--- config.mk ---
export PLATFORM = sky130hd
export DESIGN_NAME = mem_bus_decoder
export DESIGN_NICKNAME = d
export VERILOG_FILES = /design/src/rtl/mem_bus_pkg.sv /design/src/rtl/mem_bus_addr_match.sv /design/src/rtl/mem_bus_decoder.sv
export SDC_FILE = /design/constraint.sdc
export NUM_CORES = 1
export LEC_CHECK = 0
export ABC_AREA = 1
export CORE_AREA = 4 4 149 151
export CTS_CLUSTER_SIZE = 8
export DETAILED_ROUTE_END_ITERATION = 16
export DIE_AREA = 0 0 153 155
export RECOVER_POWER = 50
export SLEW_MARGIN = 20
export SYNTH_ARGS = -nofsm -noshare
export SYNTH_HDL_FRONTEND = slang
export SYNTH_SLANG_ARGS = --single-unit
--- constraint.sdc ---
create_clock -name clk_in -period 2.2 [get_ports clk_in]
set_input_delay 0.44 -clock clk_in [delete_from_list [all_inputs] [get_ports clk_in]]
set_output_delay 0.44 -clock clk_in [all_outputs]
set_load 0.02 [all_outputs]
--- src/rtl/mem_bus_pkg.sv ---
// Shared types and constants for the CPU memory bus decoder and its address matcher.
// Also holds the base/mask memory map of the current stepper board.
package mem_bus_pkg;

   typedef enum logic [1:0] {
      ST_IDLE = 2'd0,
      ST_WAIT = 2'd1,
      ST_RESP = 2'd2
   } bus_state_t;

   localparam logic [31:0] ERROR_DATA_DEFAULT = 32'hDEADBEEF;
   localparam int          ERR_COUNT_WIDTH    = 8;

   localparam int          STEPPER_SLAVES = 9;
   localparam logic [31:0] ROM_BASE = 32'h0000_0000;
   localparam logic [31:0] ROM_MASK = 32'hFFFF_F000;
   localparam logic [31:0] RAM_BASE = 32'h0000_1000;
   localparam logic [31:0] RAM_MASK = 32'hFFFF_F000;
   localparam logic [31:0] IO_BASE  = 32'h1000_0000;
   localparam logic [31:0] IO_MASK  = 32'hFFFF_FFFC;

   // Slot 0 is ROM, slot 1 is RAM, slots 2..8 are IO registers k = 0..6.
   localparam logic [STEPPER_SLAVES*32-1:0] STEPPER_BASE = {
      IO_BASE + 32'h18, IO_BASE + 32'h14, IO_BASE + 32'h10, IO_BASE + 32'h0C,
      IO_BASE + 32'h08, IO_BASE + 32'h04, IO_BASE, RAM_BASE, ROM_BASE};
   localparam logic [STEPPER_SLAVES*32-1:0] STEPPER_MASK = {
      {7{IO_MASK}}, RAM_MASK, ROM_MASK};

endpackage

--- src/rtl/mem_bus_addr_match.sv ---
// Priority mask/base region matcher: one-hot select of the lowest matching region.
// Purely combinational so it can be shared with other bus masters.
module mem_bus_addr_match #(
   parameter int                             SLAVES     = 9,
   parameter int                             ADDR_WIDTH = 32,
   parameter logic [SLAVES*ADDR_WIDTH-1:0]   SLAVE_BASE = '0,
   parameter logic [SLAVES*ADDR_WIDTH-1:0]   SLAVE_MASK = '0
) (
   input  logic [ADDR_WIDTH-1:0] addr,
   output logic [SLAVES-1:0]     sel,
   output logic                  hit
);

   always_comb begin
      sel = '0;
      hit = 1'b0;
      for (int i = 0; i < SLAVES; i++) begin
         if (!hit && ((addr & SLAVE_MASK[i*ADDR_WIDTH +: ADDR_WIDTH])
                      == SLAVE_BASE[i*ADDR_WIDTH +: ADDR_WIDTH])) begin
            sel[i] = 1'b1;
            hit    = 1'b1;
         end
      end
   end

endmodule

--- src/rtl/mem_bus_decoder.sv ---
// picorv32 native-port decoder: registered one-hot selects, read-data mux,
// per-access timeout and error response for unmapped or stalled accesses.
//
// state   | meaning
// IDLE    | waiting for mem_valid_in; decode and launch or reject
// WAIT    | slave selected, counting cycles until its ready or timeout
// RESP    | r_mem_ready_out high for this one cycle
module mem_bus_decoder
   import mem_bus_pkg::*;
#(
   parameter int                           SLAVES         = 9,
   parameter int                           ADDR_WIDTH     = 32,
   parameter int                           DATA_WIDTH     = 32,
   parameter logic [SLAVES*ADDR_WIDTH-1:0] SLAVE_BASE     = '0,
   parameter logic [SLAVES*ADDR_WIDTH-1:0] SLAVE_MASK     = '0,
   parameter int                           TIMEOUT_CYCLES = 255,
   parameter logic [DATA_WIDTH-1:0]        ERROR_DATA     = DATA_WIDTH'(ERROR_DATA_DEFAULT)
) (
   input  logic                         clk_in,
   input  logic                         reset_n_in,
   input  logic                         mem_valid_in,
   input  logic [ADDR_WIDTH-1:0]        mem_addr_in,
   input  logic [3:0]                   mem_wstrb_in,
   output logic                         r_mem_ready_out,
   output logic [DATA_WIDTH-1:0]        r_mem_rdata_out,
   output logic [SLAVES-1:0]            r_sel_out,
   output logic                         r_write_out,
   input  logic [SLAVES-1:0]            slave_ready_in,
   input  logic [SLAVES*DATA_WIDTH-1:0] slave_rdata_in,
   output logic                         r_err_out,
   output logic [ERR_COUNT_WIDTH-1:0]   r_err_count_out
);

   localparam logic [15:0] WAIT_LAST = 16'(TIMEOUT_CYCLES - 1);

   bus_state_t             state;
   logic [15:0]            wait_cnt;
   logic [SLAVES-1:0]      match_sel;
   logic                   match_hit;
   logic                   sel_ready;
   logic [DATA_WIDTH-1:0]  sel_rdata;

   mem_bus_addr_match #(
      .SLAVES     (SLAVES),
      .ADDR_WIDTH (ADDR_WIDTH),
      .SLAVE_BASE (SLAVE_BASE),
      .SLAVE_MASK (SLAVE_MASK)
   ) u_addr_match (
      .addr (mem_addr_in),
      .sel  (match_sel),
      .hit  (match_hit)
   );

   // Select is one-hot, so an AND-OR mux is enough; unselected readies drop out.
   assign sel_ready = |(slave_ready_in & r_sel_out);

   always_comb begin
      sel_rdata = '0;
      for (int i = 0; i < SLAVES; i++) begin
         if (r_sel_out[i]) sel_rdata = sel_rdata | slave_rdata_in[i*DATA_WIDTH +: DATA_WIDTH];
      end
   end

   always_ff @(posedge clk_in or negedge reset_n_in) begin
      if (!reset_n_in) begin
         state           <= ST_IDLE;
         wait_cnt        <= '0;
         r_sel_out       <= '0;
         r_write_out     <= 1'b0;
         r_mem_ready_out <= 1'b0;
         r_mem_rdata_out <= '0;
         r_err_out       <= 1'b0;
         r_err_count_out <= '0;
      end else begin
         r_mem_ready_out <= 1'b0;
         r_err_out       <= 1'b0;
         case (state)
            ST_IDLE: begin
               if (mem_valid_in) begin
                  if (match_hit) begin
                     r_sel_out   <= match_sel;
                     r_write_out <= |mem_wstrb_in;
                     wait_cnt    <= '0;
                     state       <= ST_WAIT;
                  end else begin
                     r_mem_rdata_out <= ERROR_DATA;
                     r_mem_ready_out <= 1'b1;
                     r_err_out       <= 1'b1;
                     if (r_err_count_out != '1) r_err_count_out <= r_err_count_out + 1'b1;
                     state           <= ST_RESP;
                  end
               end
            end
            ST_WAIT: begin
               // A dropped valid is a CPU protocol violation: abandon quietly.
               if (!mem_valid_in) begin
                  r_sel_out   <= '0;
                  r_write_out <= 1'b0;
                  state       <= ST_IDLE;
               end else if (sel_ready) begin
                  r_mem_rdata_out <= sel_rdata;
                  r_sel_out       <= '0;
                  r_write_out     <= 1'b0;
                  r_mem_ready_out <= 1'b1;
                  state           <= ST_RESP;
               end else if (wait_cnt == WAIT_LAST) begin
                  r_mem_rdata_out <= ERROR_DATA;
                  r_sel_out       <= '0;
                  r_write_out     <= 1'b0;
                  r_mem_ready_out <= 1'b1;
                  r_err_out       <= 1'b1;
                  if (r_err_count_out != '1) r_err_count_out <= r_err_count_out + 1'b1;
                  state           <= ST_RESP;
               end else begin
                  wait_cnt <= wait_cnt + 1'b1;
               end
            end
            ST_RESP: state <= ST_IDLE;
            default: state <= ST_IDLE;
         endcase
      end
   end

endmodule

==> run_results.csv, run 1 <==
group,metric,value,unit
worst_setup_path,rr_endpoint,"wait_cnt[15]$_DFFE_PN0P_",
worst_setup_path,required,1760,ps
grt,grt-busiest-layer,"met2",
power_and_ir_drop,power_frac_seq,0.335,
synth,yosysWarnings,0,
synth,synth.top_cell.area_share,0.469,
die,die-area,23700,sq um
synth,ys_ff_latch,62,
cts,cts_tree,"built",
timing,tns,0,ps
timing,fin_hold_ws,315,ps
worst_setup_path,critPathArrivalTime,1410,ps
synth,synth_cell_types,27,
route,firstDrtPassIters,4,
layout,post-route-util,0.229,
synth,synth_top_area_cell,"dfrtp_1",
cts,htree_num_levels,3,
grt,met3_usage,0.0253,
layout,syn2layout_area_growth,44.0,%
placement,place_area,4450,sq um
power_and_ir_drop,clkPwrFrac,0.320,
cts,cts_buffers,9,
cts,cts-hold-fix-buffers,0,
timing,slew_viol_final,0,
power_and_ir_drop,power_density,1030,nW/um^2
grt,grt_max_degree,44,
placement,numPortBuffers,83,
route,drtAntennaViolNets,0,
power_and_ir_drop,finalPower,4.90,mW
layout,drive_gt1_frac,0.0824,
worst_setup_path,reg2reg_from,"wait_cnt[0]$_DFFE_PN0P_",
grt,antenna_found_initial,0,
cts,postCtsSetupBuffers,0,
die,rows,53,
worst_setup_path,ff2ff_path_depth,9,
route,wl_per_cell,10.7,microns
route,drtIter0Drc,135,
synth,synth_area,3310,sq um
timing,period_minus_slack,1850,ps
grt,grt_overflow,0,
layout,n_fill_cell,2299,
power_and_ir_drop,p_int,3.31,mW
die,ios,388,
grt,grt_util_met1,0.0981,
cts,clk_pin_slew_worst_paths,50,ps
grt,gr-usage-all-layers,0.0744,
layout,multi_input_area,1410,sq um
worst_setup_path,critPathCapture,"r_err_count_out[3]",
power_and_ir_drop,combPwrFrac,0.345,
route,wl,8670,microns
worst_setup_path,setup.worst_path.start,"r_err_count_out[3]$_DFFE_PN0P_",
placement,dp_hpwl,6570,microns
grt,grt_pass1_wl,14500,microns
cts,cts_buffer_depth,2,
worst_setup_path,end_kind,"primary output",
layout,final_nets,868,
worst_setup_path,crit_chain,"clkdlybuf4s50_1",
synth,synth_area_per_cell,7.57,sq um
worst_setup_path,cpLargestDelayFamily,"buffers and inverters",
worst_setup_path,start_kind,"flop",
route,drc,0,
power_and_ir_drop,p_sw_frac,0.324,
worst_setup_path,path_buf_inv,1,
power_and_ir_drop,power.leakage,2.29,nW
timing,hold_viol,0,
timing,maxSlewHeadroom,0.251,
timing,worst_pin_slew,1120,ps
timing,skew,5.62,ps
die,core_area,20800,sq um
status,status,"finished clean",
grt,use_met2,0.119,
power_and_ir_drop,ir_drop,0.396,mV
timing,rsz0062_at_grt,"false",
timing,min_period_over_period,0.840,
worst_setup_path,cpPeakStageDelay,640,ps
timing,setup_viol,0,
route,vias,2966,
synth,netlist_instances,437,
worst_setup_path,cp.depth,1,
die,initial_core_util,0.159,
cts,postCtsResizedCells,0,
power_and_ir_drop,p_switching,1.59,mW
die,die_x,153,microns
die,die_height,155,microns
flow_run,drv_cap,0,
hold_path,hold_class,"input pin to async pin",
synth,ys_seq_area_frac,0.469,
cts,clkLatencyLatePin,320,ps
layout,seqCellArea,1550,sq um
timing,fmaxAchievable,0.541,GHz
worst_setup_path,cp_max_fo,5,
worst_setup_path,r2r_slack,430,ps
synth,synthTopCellsByArea,"dfrtp_1 47%, nand2_1 14%, nor2_1 7.7%",
worst_setup_path,critPathKind,"flop to primary output",
placement,gp_congestion,0.837,
layout,diodes,0,
cts,cts_root_buffer,"clkbuf_16",
grt,grt_pass1_vias,2806,
route,post_drt_via_cell_ratio,3.67,
worst_setup_path,cp_slowest_cell,"clkdlybuf4s50_1",
cts,cts.sinks,62,
layout,fin_area,4760,sq um
final cells by class:
type / count / share of cell area
sequential: 62 / 0.326
multi-input combinational: 303 / 0.296
timing repair buffer: 92 / 0.187
tap: 275 / 0.0723
clock inverter: 3 / 0.0137
clock buffer: 13 / 0.0568
inverter: 61 / 0.0483
state kept, by name, indices dropped and copies added, names as in the netlist:
| signal | cells |
|---|---|
| r_mem_ready_out | 1 |
| r_err_count_out | 8 |
| r_mem_rdata_out | 32 |
| state | 2 |
| wait_cnt | 16 |
| r_sel_out | 1 |
| r_write_out | 1 |
| r_err_out | 1 |
cell usage in the layout (no fill, tap or decap):
cell and count:
nand3_2 1, ha_1 3, nand3_1 39, dlygate4sd3_1 15, clkbuf_16 9, clkbuf_8 3
clkbuf_4 1, o41ai_1 1, clkbuf_1 2, nand2_2 3, nor3_1 1, nand2_4 4
xnor2_1 4, nand3b_1 1, o21ai_0 2, dfrtp_1 62, xor2_1 3, clkinv_1 1
a21oi_1 16, nor2_1 68, inv_2 1, nand4_1 12, clkdlybuf4s50_1 67, clkinv_2 2
buf_4 8, a21oi_2 8, nand2_1 127, inv_1 58, bufinv_16 2, nor2_4 2
conb_1 8
layer usage:
metal / vias to the layer above / share of wire
met5: - / 0
met2: 58 / 0.49
met1: 1377 / 0.46
li1: 1526 / -
met4: 0 / 0.0038
met3: 5 / 0.048
how the worst min path moves through the flow:
| stage | to | start | slack [ps] |
|---|---|---|---|
| floorplan | r_err_count_out[0]$_DFFE_PN0P_ | reset_n_in | 140 |
| global placement | r_mem_rdata_out[7]$_DFFE_PN0P_ | reset_n_in | 440 |
| detailed placement | r_mem_rdata_out[12]$_DFFE_PN0P_ | reset_n_in | 440 |
| CTS | r_mem_rdata_out[12]$_DFFE_PN0P_ | reset_n_in | 90 |
| global route | r_mem_rdata_out[9]$_DFFE_PN0P_ | reset_n_in | 430 |
| finish | r_mem_rdata_out[12]$_DFFE_PN0P_ | reset_n_in | 310 |
through the flow:
step | setup slack [ps] | cells
floorplan | 684 | 444
global placement | 205 | 793
detailed placement | 144 | 793
CTS | 323 | 809
global route | 200 | 809
finish | 352 | 809
cells in the mapped netlist:
library cell  instances
o41ai_1               1
nand4_1              12
nor2_1               68
clkbuf_1              2
clkinv_2              1
inv_2                 1
nand3_4               1
clkinv_1              1
xnor2_1               4
nor3_1                1
a21oi_2               8
a21oi_1              16
dfrtp_1              62
inv_1                58
xor2_1                3
o21ai_0               2
nand2_1             127
nand2_4               4
buf_4                 9
buf_2                 3
nand3b_1              1
conb_1                1
nand3_1              39
nor2_4                2
nand2_2               3
ha_1                  3
buf_6                 4
power groups by stage:
| stage | Combinational, mW | Sequential [mW] | Clock [mW] |
|---|---|---|---|
| floorplan | 0.522 | 2.04 | 0 |
| global placement | 1.75 | 1.65 | 0 |
| detailed placement | 1.77 | 1.67 | 0 |
| CTS | 1.77 | 1.65 | 1.61 |
| global route | 1.83 | 1.69 | 1.68 |
| finish | 1.69 | 1.64 | 1.57 |
logic make-up after synthesis:
family	after synthesis	share of synthesized area
AND/OR/NAND/NOR	258	0.338
buffers and inverters	79	0.110
flip-flops	62	0.469
AO/OA/AOI/OAI	27	0.0511
XOR/XNOR	7	0.0185
adder cells (fa/ha/maj)	3	0.0114
other	1	0.00113
No activity file was read; power rests on OpenSTA's default activity.
==> inputs of run 2 (changes only) <==
--- a/config.mk
+++ b/config.mk
@@ -6,10 +6,10 @@
 export NUM_CORES = 1
 export LEC_CHECK = 0
 export ABC_AREA = 1
-export CORE_AREA = 4 4 149 151
+export CORE_AREA = 4 4 147 149
 export CTS_CLUSTER_SIZE = 8
 export DETAILED_ROUTE_END_ITERATION = 16
-export DIE_AREA = 0 0 153 155
+export DIE_AREA = 0 0 151 153
 export RECOVER_POWER = 50
 export SLEW_MARGIN = 20
 export SYNTH_ARGS = -nofsm -noshare
==> constraint.sdc (replaced) <==
create_clock -name clk_in -period 1.65 [get_ports clk_in]
set_input_delay 0.33 -clock clk_in [delete_from_list [all_inputs] [get_ports clk_in]]
set_output_delay 0.33 -clock clk_in [all_outputs]
set_load 0.02 [all_outputs]
==> run 2 against run 1 <==
Net effect: global-route usage up 0.69 points; sequential power grew 34%; worst hold slack got worse by 110 ps; setup slack lost 330 ps; clock-buffer cell count down 3; first-iteration DRC count is 13% higher; core utilization is 1.5 points higher; flip-flop and latch count unchanged; non-clock buffer count grew 29; clock power up 22%; die area down 2.6%.
==> run_results.csv, run 2 (same netlist as run 1, synthesis figures left out) <==
group,metric,value,unit
status,status,"finished clean",
die,rows,52,
layout,reg_top3,"r_mem_rdata_out x32, wait_cnt x16, r_err_count_out x8",
layout,seqCellArea,1550,sq um
grt,grt-busiest-layer,"met2",
timing,tns,0,ps
die,die_height,153,microns
worst_setup_path,critPathArrivalTime,1290,ps
layout,largest_register,"r_mem_rdata_out",
route,wl,9230,microns
worst_setup_path,path_buf_inv,1,
cts,clkLatencyLatePin,330,ps
cts,clk_pin_slew_worst_paths,60,ps
placement,gp_congestion,0.841,
timing,hold_viol,0,
grt,grt_max_degree,63,
worst_setup_path,cpPeakStageDelay,620,ps
layout,drive_gt1_frac,0.144,
power_and_ir_drop,ir_drop,0.537,mV
layout,largest_reg_flops,32,
timing,rsz0062_at_grt,"true",
placement,numPortBuffers,83,
worst_setup_path,rr_endpoint,"wait_cnt[13]$_DFFE_PN0P_",
worst_setup_path,cpLargestDelayFamily,"buffers and inverters",
timing,fin_hold_ws,202,ps
hold_path,hold_class,"input pin to async pin",
route,drc,0,
grt,grt_overflow,0,
worst_setup_path,required,1320,ps
layout,final_nets,897,
power_and_ir_drop,power.leakage,2.46,nW
placement,dp_hpwl,6990,microns
worst_setup_path,crit_chain,"clkdlybuf4s50_1",
grt,grt_pass1_wl,15000,microns
layout,diodes,0,
grt,met3_usage,0.0275,
worst_setup_path,r2r_slack,100,ps
timing,min_period_over_period,0.985,
die,die-area,23100,sq um
timing,period_minus_slack,1620,ps
grt,antenna_found_initial,0,
worst_setup_path,critPathKind,"flop to primary output",
worst_setup_path,critPathCapture,"r_mem_rdata_out[8]",
timing,maxSlewHeadroom,0.399,
timing,setup_viol,0,
worst_setup_path,cp.depth,1,
route,post_drt_via_cell_ratio,3.65,
flow_run,drv_cap,0,
route,vias,3037,
layout,n_fill_cell,2249,
route,drtIter0Drc,153,
timing,slew_viol_final,0,
worst_setup_path,end_kind,"primary output",
cts,cts.sinks,62,
worst_setup_path,setup.worst_path.start,"r_mem_rdata_out[8]$_DFFE_PN0P_",
worst_setup_path,start_kind,"flop",
timing,fmaxAchievable,0.616,GHz
layout,post-route-util,0.243,
layout,final_cell_mix,"127 x nand2_1, 65 x nor2_1, 62 x dfrtp_1, 58 x inv_1, 55 x clkdlybuf4s50_1",
timing,skew,8.43,ps
cts,cts_buffers,9,
worst_setup_path,cp_slowest_cell,"clkdlybuf4s50_1",
grt,use_met2,0.128,
grt,gr-usage-all-layers,0.0813,
worst_setup_path,cp_max_fo,2,
grt,grt_util_met1,0.108,
die,die_x,151,microns
cts,cts_root_buffer,"clkbuf_16",
worst_setup_path,reg2reg_from,"wait_cnt[0]$_DFFE_PN0P_",
layout,multi_input_area,1430,sq um
grt,grt_pass1_vias,2902,
cts,cts_buffer_depth,2,
cts,htree_num_levels,3,
layout,layout_commonest_cell,"nand2_1",
route,wl_per_cell,11.1,microns
power_and_ir_drop,power_density,1290,nW/um^2
route,firstDrtPassIters,5,
layout,syn2layout_area_growth,48.4,%
route,drtAntennaViolNets,0,
worst_setup_path,ff2ff_path_depth,9,
power_and_ir_drop,finalPower,6.31,mW
die,ios,388,
die,initial_core_util,0.164,
cts,cts_tree,"built",
timing,worst_pin_slew,901,ps
die,core_area,20200,sq um
-- run 2: worst min path at each step --
| stage | startpoint | end | cells after the start |
|---|---|---|---|
| floorplan | reset_n_in | r_err_count_out[0]$_DFFE_PN0P_ | 0 |
| global placement | reset_n_in | r_mem_rdata_out[15]$_DFFE_PN0P_ | 2 |
| detailed placement | reset_n_in | r_mem_rdata_out[15]$_DFFE_PN0P_ | 2 |
| CTS | reset_n_in | r_mem_rdata_out[15]$_DFFE_PN0P_ | 2 |
| global route | reset_n_in | r_mem_rdata_out[15]$_DFFE_PN0P_ | 2 |
| finish | reset_n_in | r_mem_rdata_out[15]$_DFFE_PN0P_ | 2 |
-- run 2: repair_timing --
action | 4_1_cts | 5_1_grt
endpoints found under the setup margin | 11 | 38
gates resized for setup | 11 | 22
hold buffers | 0 | 0
buffers inserted | 0 | 0
pin swaps | 0 | 1
-- run 2: where the power goes --
group          total (mW)  internal, mW  leakage [nW]  switching (mW)
Sequential           2.19          1.96         0.769           0.234
Clock                1.91          1.20         0.148           0.708
Combinational        2.21         0.922          1.54            1.28
Total                6.31          4.08          2.46            2.23
-- run 2: final cells by class --
| class | instances | area share |
|---|---|---|
| timing repair buffer | 121 | 0.214 |
| inverter | 61 | 0.0469 |
| sequential | 62 | 0.316 |
| clock buffer | 10 | 0.0487 |
| multi-input combinational | 303 | 0.292 |
| tap | 270 | 0.0689 |
| clock inverter | 6 | 0.0125 |
-- run 2: metrics by stage --
stage | instance area (sq um) | setup WS (ps) | instances
2_1_floorplan | 3330 | 134 | 444
3_3_place_gp | 4700 | -221 | 817
3_5_place_dp | 4700 | -209 | 817
4_1_cts | 4980 | 3.38 | 833
5_1_grt | 4910 | -16.0 | 833
6_report | 4910 | 25.4 | 833
-- run 2: per-layer routing --
metal | share of wire | up-vias
met3 | 0.062 | 11
li1 | - | 1583
met5 | 0 | -
met1 | 0.45 | 1373
met4 | 0.012 | 0
met2 | 0.47 | 70
